[src/rtl/sdram_arbiter.sv]
// Round-robin arbiter sharing one memory_controller port among NUM_REQ requesters.
// Optional WAIT-state watchdog enabled by defining SDRAM_ARB_TIMEOUT_EN.
module sdram_arbiter #(
    parameter int NUM_REQ        = 2,
    parameter int TIMEOUT_CYCLES = 64
) (
    input  logic                    clk,
    input  logic                    rst,
    input  logic [NUM_REQ-1:0]      req_valid,
    input  logic [2*NUM_REQ-1:0]    req_cmd,
    input  logic [25*NUM_REQ-1:0]   req_addr,
    input  logic [16*NUM_REQ-1:0]   req_wdata,
    output logic [NUM_REQ-1:0]      req_ack,
    output logic [NUM_REQ-1:0]      req_done,
    output logic                    req_err,
    output logic [15:0]             rsp_rdata,
    output logic [1:0]              mc_cmd,
    output logic [24:0]             mc_addr,
    output logic [15:0]             mc_wdata,
    output logic                    mc_ready,
    input  logic [15:0]             mc_rdata,
    input  logic                    mc_valid,
    output logic                    busy
);

    localparam int IDX_W = (NUM_REQ > 2) ? 2 : 1;

    localparam logic [1:0] S_IDLE  = 2'd0;
    localparam logic [1:0] S_ISSUE = 2'd1;
    localparam logic [1:0] S_WAIT  = 2'd2;
    localparam logic [1:0] S_DONE  = 2'd3;

    localparam logic [1:0] CMD_WRITE = 2'b10;
    localparam logic [1:0] CMD_READ  = 2'b01;

    if (NUM_REQ < 2 || NUM_REQ > 4 || TIMEOUT_CYCLES < 1) begin : g_param_check
        $error("sdram_arbiter: illegal parameter value");
    end

    logic [1:0]       cmd_arr   [NUM_REQ];
    logic [24:0]      addr_arr  [NUM_REQ];
    logic [15:0]      wdata_arr [NUM_REQ];

    for (genvar i = 0; i < NUM_REQ; i++) begin : g_unpack
        assign cmd_arr[i]   = req_cmd[2*i +: 2];
        assign addr_arr[i]  = req_addr[25*i +: 25];
        assign wdata_arr[i] = req_wdata[16*i +: 16];
    end

    logic [1:0]       state_q,     state_d;
    logic [IDX_W-1:0] last_q,      last_d;
    logic [IDX_W-1:0] grant_q,     grant_d;
    logic [1:0]       mc_cmd_q,    mc_cmd_d;
    logic [24:0]      mc_addr_q,   mc_addr_d;
    logic [15:0]      mc_wdata_q,  mc_wdata_d;
    logic [15:0]      rsp_rdata_q, rsp_rdata_d;
    logic             err_q,       err_d;
    logic             skip_q,      skip_d;

`ifdef SDRAM_ARB_TIMEOUT_EN
    localparam int CNT_W = $clog2(TIMEOUT_CYCLES + 1);
    logic [CNT_W-1:0] cnt_q, cnt_d;
`endif

    // First pending requester strictly after the last winner, wrapping modulo NUM_REQ.
    function automatic logic [IDX_W-1:0] rr_pick(input logic [NUM_REQ-1:0] v,
                                                 input logic [IDX_W-1:0]   last);
        logic [IDX_W-1:0] c;
        logic [IDX_W-1:0] sel;
        logic             hit;
        sel = '0;
        hit = 1'b0;
        for (int i = 1; i <= NUM_REQ; i++) begin
            c = IDX_W'((int'(last) + i) % NUM_REQ);
            if (!hit && v[c]) begin
                hit = 1'b1;
                sel = c;
            end
        end
        return sel;
    endfunction

    logic [IDX_W-1:0] pick;
    logic [1:0]       pick_cmd;
    logic             pick_legal;

    assign pick       = rr_pick(req_valid, last_q);
    assign pick_cmd   = cmd_arr[pick];
    assign pick_legal = (pick_cmd == CMD_WRITE) || (pick_cmd == CMD_READ);

    always_comb begin
        state_d     = state_q;
        last_d      = last_q;
        grant_d     = grant_q;
        mc_cmd_d    = mc_cmd_q;
        mc_addr_d   = mc_addr_q;
        mc_wdata_d  = mc_wdata_q;
        rsp_rdata_d = rsp_rdata_q;
        err_d       = err_q;
        skip_d      = skip_q;
`ifdef SDRAM_ARB_TIMEOUT_EN
        cnt_d       = cnt_q;
`endif
        case (state_q)
            S_IDLE: begin
                if (|req_valid) begin
                    grant_d    = pick;
                    mc_addr_d  = addr_arr[pick];
                    mc_wdata_d = wdata_arr[pick];
                    if (pick_legal) begin
                        mc_cmd_d = pick_cmd;
                        err_d    = 1'b0;
                        skip_d   = 1'b0;
                        state_d  = S_ISSUE;
                    end else begin
                        // Illegal command never reaches the controller.
                        mc_cmd_d    = 2'b00;
                        err_d       = 1'b1;
                        skip_d      = 1'b1;
                        rsp_rdata_d = 16'h0000;
                        state_d     = S_DONE;
                    end
                end
            end
            S_ISSUE: begin
`ifdef SDRAM_ARB_TIMEOUT_EN
                cnt_d   = '0;
`endif
                state_d = S_WAIT;
            end
            S_WAIT: begin
                if (mc_valid) begin
                    rsp_rdata_d = mc_rdata;
                    err_d       = 1'b0;
                    mc_cmd_d    = 2'b00;
                    state_d     = S_DONE;
                end
`ifdef SDRAM_ARB_TIMEOUT_EN
                else if (cnt_q == CNT_W'(TIMEOUT_CYCLES - 1)) begin
                    rsp_rdata_d = 16'h0000;
                    err_d       = 1'b1;
                    mc_cmd_d    = 2'b00;
                    state_d     = S_DONE;
                end else begin
                    cnt_d = cnt_q + 1'b1;
                end
`endif
            end
            S_DONE: begin
                last_d  = grant_q;
                state_d = S_IDLE;
            end
            default: state_d = S_IDLE;
        endcase
    end

    always_ff @(posedge clk) begin
        if (rst) begin
            state_q     <= S_IDLE;
            last_q      <= IDX_W'(NUM_REQ - 1);
            grant_q     <= '0;
            mc_cmd_q    <= 2'b00;
            mc_addr_q   <= '0;
            mc_wdata_q  <= '0;
            rsp_rdata_q <= '0;
            err_q       <= 1'b0;
            skip_q      <= 1'b0;
`ifdef SDRAM_ARB_TIMEOUT_EN
            cnt_q       <= '0;
`endif
        end else begin
            state_q     <= state_d;
            last_q      <= last_d;
            grant_q     <= grant_d;
            mc_cmd_q    <= mc_cmd_d;
            mc_addr_q   <= mc_addr_d;
            mc_wdata_q  <= mc_wdata_d;
            rsp_rdata_q <= rsp_rdata_d;
            err_q       <= err_d;
            skip_q      <= skip_d;
`ifdef SDRAM_ARB_TIMEOUT_EN
            cnt_q       <= cnt_d;
`endif
        end
    end

    logic [NUM_REQ-1:0] grant_oh;
    assign grant_oh = NUM_REQ'(1) << grant_q;

    // Aborted illegal commands skip ISSUE, so their ack lands in DONE together with done.
    assign req_ack   = ((state_q == S_ISSUE) || (state_q == S_DONE && skip_q)) ? grant_oh : '0;
    assign req_done  = (state_q == S_DONE) ? grant_oh : '0;
    assign req_err   = (state_q == S_DONE) && err_q;
    assign rsp_rdata = rsp_rdata_q;
    assign mc_cmd    = mc_cmd_q;
    assign mc_addr   = mc_addr_q;
    assign mc_wdata  = mc_wdata_q;
    assign mc_ready  = (state_q == S_ISSUE);
    assign busy      = (state_q != S_IDLE);

endmodule

[config.mk]
export PLATFORM = sky130hd
export DESIGN_NAME = sdram_arbiter
export DESIGN_NICKNAME = d
export VERILOG_FILES = /design/src/rtl/sdram_arbiter.sv
export SDC_FILE = /design/constraint.sdc
export NUM_CORES = 1
export LEC_CHECK = 0
export BUFFER_PORTS_ARGS = -buffer_cell sky130_fd_sc_hd__buf_2
export CORE_MARGIN = 5
export CORE_UTILIZATION = 30
export CTS_BUF_LIST = sky130_fd_sc_hd__clkbuf_8
export CTS_CLUSTER_DIAMETER = 40
export CTS_CLUSTER_SIZE = 25
export DETAILED_ROUTE_END_ITERATION = 8
export HOLD_SLACK_MARGIN = 0.12
export PLACE_DENSITY = 0.59
export SLEW_MARGIN = 20
export SYNTH_ARGS = -nofsm -noshare
export SYNTH_HDL_FRONTEND = slang
export SYNTH_SLANG_ARGS = --single-unit
[constraint.sdc]
create_clock -name clk -period 2.5 [get_ports clk]
set_clock_uncertainty 0.15 [all_clocks]
set_input_delay 0 -clock clk [delete_from_list [all_inputs] [get_ports clk]]
set_output_delay 0 -clock clk [all_outputs]
set_load 0.02 [all_outputs]
==> results of run 1 <==
-- worst max-delay path by stage --
stage          cells after the start           end         start  slack, ps
2_1_floorplan                      8  rsp_rdata[1]        last_q        230
3_3_place_gp                       6  rsp_rdata[3]        last_q        220
3_5_place_dp                       5         err_q    state_q[0]        130
4_1_cts                            7   mc_addr[15]  req_valid[1]         70
5_1_grt                            7   mc_wdata[7]  req_valid[1]       -110
6_report                           7   mc_wdata[7]  req_valid[1]        -40
-- cells in the final DEF (no fill, tap or decap), types with 2 or more instances in the layout --
cell type / Yosys / layout
and2_1: 3 / 3
inv_1: 6 / 6
o211ai_1: 16 / 16
a211oi_1: 33 / 33
dfxtp_1: 65 / 65
nor3_1: 2 / 2
clkinvlp_4: 0 / 4
bufinv_16: 0 / 2
dlygate4sd3_1: 0 / 105
a211oi_2: 8 / 8
mux2i_1: 43 / 43
nand3_1: 18 / 18
ha_1: 7 / 7
a31oi_1: 17 / 17
nor2_1: 45 / 45
a21oi_1: 6 / 6
buf_2: 9 / 172
buf_4: 0 / 7
nand2_1: 19 / 19
o21ai_0: 3 / 3
clkbuf_8: 0 / 10
-- registers in the layout (all words and copies together), names as in the netlist --
register and cells:
mc_addr 25, mc_wdata 16, rsp_rdata 16, mc_cmd 2
state_q 2, err_q 1, grant_q 1, last_q 1
skip_q 1
-- critical path, stage by stage --
cell and delay, ps:
dlygate4sd3_1 540, buf_2 180, a21boi_4 230, buf_4 600, mux2i_1 190, dlygate4sd3_1 610, a211oi_1 250
-- power by group through the flow --
stage               sequential [mW]  combinational, mW  clock (mW)
finish                         1.51               2.33        1.02
global placement               1.52               2.13           0
detailed placement             1.53               2.15           0
global route                   1.55               2.55        1.10
CTS                            1.51               2.33        1.06
floorplan                      1.85               1.17           0
-- Yosys cell counts, types with 2 or more instances --
| master | number | area share (%) |
|---|---|---|
| nand2_1 | 19 | 2.3 |
| a211oi_1 | 33 | 7.9 |
| ha_1 | 7 | 2.8 |
| a21oi_1 | 6 | 0.95 |
| mux2i_1 | 43 | 14 |
| a31oi_1 | 17 | 3.4 |
| and2_1 | 3 | 0.60 |
| o21ai_0 | 3 | 0.48 |
| buf_2 | 9 | 1.4 |
| nor2_1 | 45 | 5.4 |
| a211oi_2 | 8 | 3.2 |
| dfxtp_1 | 65 | 41 |
| nand3_1 | 18 | 2.9 |
| inv_1 | 6 | 0.71 |
| clkbuf_1 | 14 | 1.7 |
| nor3_1 | 2 | 0.32 |
| buf_12 | 4 | 2.5 |
| o211ai_1 | 16 | 3.8 |
-- cell families (layout without fill, tap and decap cells) --
group                    Yosys count  in the layout
AND/OR/NAND/NOR                   92             92
AO/OA/AOI/OAI                     92             92
buffers and inverters             36            308
adder cells (fa/ha/maj)            7              7
multiplexers                      45             45
flip-flops                        65             65
-- layout make-up --
type,instances,area [sq um]
clock buffers,10,138
clock inverters,6,91.3
fillers,947,4920
inverters,7,30.0
multi-input cells,236,1640
flip-flops and latches,65,1300
well taps,136,170
repair buffers,285,1980
-- layer usage --
| metal | GRT usage (%) | share of wire, % |
|---|---|---|
| met4 | 5.77 | 1.9 |
| met3 | 4.53 | 7.9 |
| met5 | 0 | 0 |
| met1 | 19.3 | 42 |
| met2 | 28.8 | 49 |
-- repair_timing --
action | CTS | global route
endpoints found under the setup margin | 0 | 58
hold endpoints to repair | 64 | 0
gates resized for setup | 0 | 1
hold buffers | 105 | 0
-- through the flow --
stage | utilization (%) | TNS [ps] | power [mW]
finish | 52.1 | -41.1 | 4.86
global route | 52.1 | -3400 | 5.20
CTS | 52.0 | 0 | 4.90
detailed placement | 39.6 | 0 | 3.68
global placement | 39.6 | 0 | 3.65
floorplan | - | 0 | 3.03
==> metrics.md, run 1 <==
| Metric | Value |
|---|---|
| WP data required | 2590 ps |
| GRT Total Usage | 16.5% |
| Worst-case clock buffer depth | 2 |
| Mapped Area | 3150 sq um |
| DRC viols | 0 |
| Worst skew pair latency | 330 ps |
| Post-synthesis simple-gate area fraction | 12.5% |
| Switching pwr | 2.03 mW |
| Post-Synth Adder-Cell Area | 2.78% |
| Router iterations before antenna repair | 4 |
| Internal | 2.84 mW |
| Final instance area | 5350 sq um |
| Via count | 3637 |
| Max-Cap Viols | 0 |
| Failing checks | negative setup slack |
| Clock power frac | 21.0% |
| Die height | 112 um |
| PortBufs | 172 |
| Initial Util | 30.7% |
| Hold_sp | req_cmd[3] |
| Status | finished, violations left |
| Antenna viol nets, final | 0 |
| WHS Endpoint | skip_q |
| Hold Vio Cnt, Final | 0 |
| Via count of the first global-routing pass | 3702 |
| Placed instance count | 624 |
| Post-Syn Instances | 337 |
| Initial antenna violation count | 0 |
| Worst R2R Start | last_q |
| Compound-Gate Fraction of Synth Area | 22.0% |
| Final period demand of the worst path | 2540 ps |
| Syn Area/Cell | 9.35 sq um |
| Final setup viols | 1 |
| # H-tree levels | 3 |
| Async SR Flop Fraction | 0% |
| Seq pwr share | 31.0% |
| Routability congestion estimate | 0.733 |
| Detailed placer's ending HPWL | 6760 um |
| Mux cell area share after synthesis | 14.5% |
| Fmax | 0.394 GHz |
| Worst Hold Depth | 5 |
| Clock Sinks | 65 |
| Worst Tran Pin Value | 963 ps |
| Core Box Area | 10300 sq um |
| Leak | 2.37 nW |
| Crit-path max FO | 42 |
| Worst R2R Setup Slack | 70 ps |
| R2r endpoint | mc_wdata[7] |
| Pre-CTS WS | 133 ps |
| Die X | 112 um |
| Max VDD drop | 0.523 mV |
| Crit. End Element | flop |
| Startpoint type of the worst setup path | input pin |
| RSZ-0062 raised after global routing | true |
| # rows | 37 |
| Layout cells sized above 1 | 34.6% |
| Clk root buf | clkbuf_8 |
| First-pass GRT wire length | 17300 um |
| Die ar. | 12700 sq um |
| Clk slew on worst S/H paths | 70 ps |
| Pwr Density | 909 nW/um^2 |
| Final period utilization | 102% |
| Main combinational cell family by area after synthesis | compound AO/OA/AOI/OAI gates |
| CTS tree | done |
| Ys flop type | dfxtp_1 |
| Final Slew Violations | 0 |
| Final worst slack | -41.1 ps |
| DP Area | 4070 sq um |
| Avg WL per Cell | 14.4 um |
| Grt ovf | 0 |
| Non-Filler Instances | 745 |
| Ant diodes | 0 |
| CP arrival | 2630 ps |
| Area Overhead vs Synth | 69.9% |
| Hold_ws | 175 ps |
| DRT iter0 DRCs | 216 |
| Power share of the combinational group | 48.0% |
| Syn_nets | 451 |
| IO Pins | 173 |
| Synth cell types | 37 |
| Reg2reg path depth | 5 |
| Rel. slew slack | 35.8% |
| TritonCTS buffer count | 9 |
| Pin count of the biggest net entering global routing | 47 |
| Seq/Total Area, Yosys | 41.3% |
| Drt via density | 4.88 |
| Final nets | 718 |
| Worst Hold Class | input pin to flop |
| Drt total wl | 10700 um |
| Sw Share | 41.7% |
| Register bit count reported by yosys | 65 |
| Number of synthesized flops with an enable pin | 0 |
| Synth warn | 0 |
| Setup bufs post-CTS | 0 |
| Worst Path Class, Setup | input pin to flop |
| Xor/xnor share of the synthesized area | 0% |
Power figures use the tool's default switching activity.
==> inputs of run 2 (changes only) <==
--- a/config.mk
+++ b/config.mk
@@ -6,7 +6,7 @@
 export NUM_CORES = 1
 export LEC_CHECK = 0
 export BUFFER_PORTS_ARGS = -buffer_cell sky130_fd_sc_hd__buf_2
-export CORE_MARGIN = 5
+export CORE_MARGIN = 4
 export CORE_UTILIZATION = 30
 export CTS_BUF_LIST = sky130_fd_sc_hd__clkbuf_8
 export CTS_CLUSTER_DIAMETER = 40
==> run 2 against run 1 <==
  * The run now ends clean
  * Non-clock buffer count is 5 higher
  * Core utilization is 0.45 points higher
  * Maximum frequency up 6.7%
  * Combinational power is 2% higher
  * Sequential share of layout area fell by 0.21 points
  * Wire length fell by 1.6%
  * Global-route usage is 0.96 points higher
  * Register-to-register slack better by 50 ps
  * Die area shrank 3.5%
==> metrics.md, run 2 (synthesized netlist as in run 1, its figures left out) <==
| Metric | Value |
|---|---|
| Clk root buf | clkbuf_8 |
| Post-layout util | 52.5% (+0.45 points) |
| Final nets | 723 (+0.70%) |
| Switching pwr | 2.03 mW (+0.29%) |
| Seq pwr share | 30.8% (-0.2 points) |
| CP arrival | 2470 ps (-160 ps) |
| Layout cells sized above 1 | 35.0% (+0.37 points) |
| Via count of the first global-routing pass | 3734 (+0.86%) |
| DRT iter0 DRCs | 212 (-1.9%) |
| Final Slew Violations | 0 (unchanged) |
| Ant diodes | 0 (unchanged) |
| Worst Tran Pin Value | 908 ps (-55.2 ps) |
| Router iterations before antenna repair | 4 (unchanged) |
| Final period utilization | 95.3% (-6.4 points) |
| Grt ovf | 0 (unchanged) |
| Drt via density | 4.77 (-2.3%) |
| Placed instance count | 627 (+0.48%) |
| Pin count of the biggest net entering global routing | 48 (+2.1%) |
| Final setup viols | 0 (-1) |
| Clock Sinks | 65 (unchanged) |
| Worst-case clock buffer depth | 2 (unchanged) |
| Die X | 110 um (-1.8%) |
| Most frequent cells in the layout | buf_2, dlygate4sd3_1, dfxtp_1 |
| Clk slew on worst S/H paths | 70 ps (about the same) |
| Max-Cap Viols | 0 (unchanged) |
| GRT Total Usage | 17.4% (+0.96 points) |
| TritonCTS buffer count | 9 (unchanged) |
| Startpoint type of the worst setup path | flop |
| Drt total wl | 10500 um (-1.6%) |
| Setup TNS | 0 ps (+41.1 ps) |
| Via count | 3576 (-1.7%) |
| Die ar. | 12200 sq um (-3.5%) |
| Initial Util | 30.7% (unchanged) |
| Core Box Area | 10300 sq um (unchanged) |
| Fmax | 0.420 GHz (+6.7%) |
| Avg WL per Cell | 14.0 um (-2.2%) |
| Status | completed |
| CTS tree | done |
| Area Overhead vs Synth | 71.4% |
| Worst Hold Class | input pin to flop |
| Sw Share | 41.5% (-0.20 points) |
| Final period demand of the worst path | 2380 ps (-159 ps) |
| Clock power frac | 20.8% (-0.2 points) |
| Rel. slew slack | 39.5% (+3.7 points) |
| Die height | 110 um (-1.8%) |
| Non-Filler Instances | 750 (+0.67%) |
| Hold Vio Cnt, Final | 0 (unchanged) |
| # rows | 37 (unchanged) |
| Worst Path Class, Setup | flop to flop |
| Max VDD drop | 0.466 mV (-11%) |
| Leading cell type in the layout, fill and taps excluded | buf_2 |
| Routability congestion estimate | 0.761 (+3.8%) |
| DRC viols | 0 (unchanged) |
| Number of flip-flops in the largest register | 25 (unchanged) |
| First-pass GRT wire length | 17900 um (+3.4%) |
| Pre-CTS WS | 146 ps (+12.5 ps) |
| PortBufs | 172 (unchanged) |
| Crit-path max FO | 9 (-79%) |
| Crit. End Element | flop |
| Worst skew pair latency | 330 ps (about the same) |
| Detailed placer's ending HPWL | 6510 um (-3.7%) |
| Power share of the combinational group | 48.4% (+0.4 points) |
| Antenna viol nets, final | 0 (unchanged) |
| # H-tree levels | 3 (unchanged) |
| Pwr Density | 908 nW/um^2 (about the same) |
| Leak | 2.39 nW (+1.0%) |
| RSZ-0062 raised after global routing | false |
| IO Pins | 173 (unchanged) |
| Final worst slack | 118 ps (+159 ps) |
| Initial antenna violation count | 0 (unchanged) |
| Internal | 2.87 mW (+1.1%) |
| WP data required | 2590 ps (about the same) |
==> run 2: final cells by class <==
type | count | area [sq um]
clock inverters | 6 | 91.3
inverters | 7 | 26.3
multi-input cells | 236 | 1650
fillers | 953 | 4880
well taps | 136 | 170
repair buffers | 290 | 2030
flip-flops and latches | 65 | 1300
clock buffers | 10 | 138
==> run 2: per-layer routing <==
layer | vias up | GRT usage [%] | share of wire (%) | wire, um
met1 | 1638 | 20.5 | 42 | 4390
li1 | 1777 | - | - | -
met2 | 138 | 29.4 | 49 | 5150
met5 | - | 0 | 0 | 0
met3 | 23 | 6.19 | 7.0 | 741
met4 | 0 | 5.75 | 2.4 | 252
==> run 2: path summary, 6_finish.rpt <==
check / startpoint / cells past startpoint / end / slack [ps]
max: state_q[1] / 6 / state_q[1] / 120
min: req_cmd[3] / 5 / skip_q / 210
max reg2reg: state_q[1] / 6 / state_q[1] / 120
min reg2reg: skip_q / 2 / skip_q / 310
==> run 2: timing repair <==
item	in CTS	in global routing
hold buffers	107	0
buffers inserted	0	0
resized for setup	0	2
hold endpoints to repair	64	0
endpoints found under the setup margin	0	17
==> run 2: critical path, cell delays in order (launching register included) <==
cell,delay (ps)
dfxtp_1,350
inv_1,120
ha_1,220
buf_4,190
or3b_2,480
dlygate4sd3_1,590
a311oi_2,200
==> run 2: per-stage QoR <==
step                cell area, sq um  hold WS [ps]  power (mW)
floorplan                       3150          32.3        3.03
global placement                4090           139        3.67
detailed placement              4090           150        3.70
CTS                             5390           189        4.92
global route                    5400           273        5.26
finish                          5400           209        4.90
==> run 2: power groups by stage <==
stage	logic (mW)	registers (mW)	clock network, mW
CTS	2.36	1.51	1.06
floorplan	1.17	1.85	0
detailed placement	2.18	1.52	0
global placement	2.15	1.52	0
global route	2.60	1.55	1.10
finish	2.37	1.51	1.02
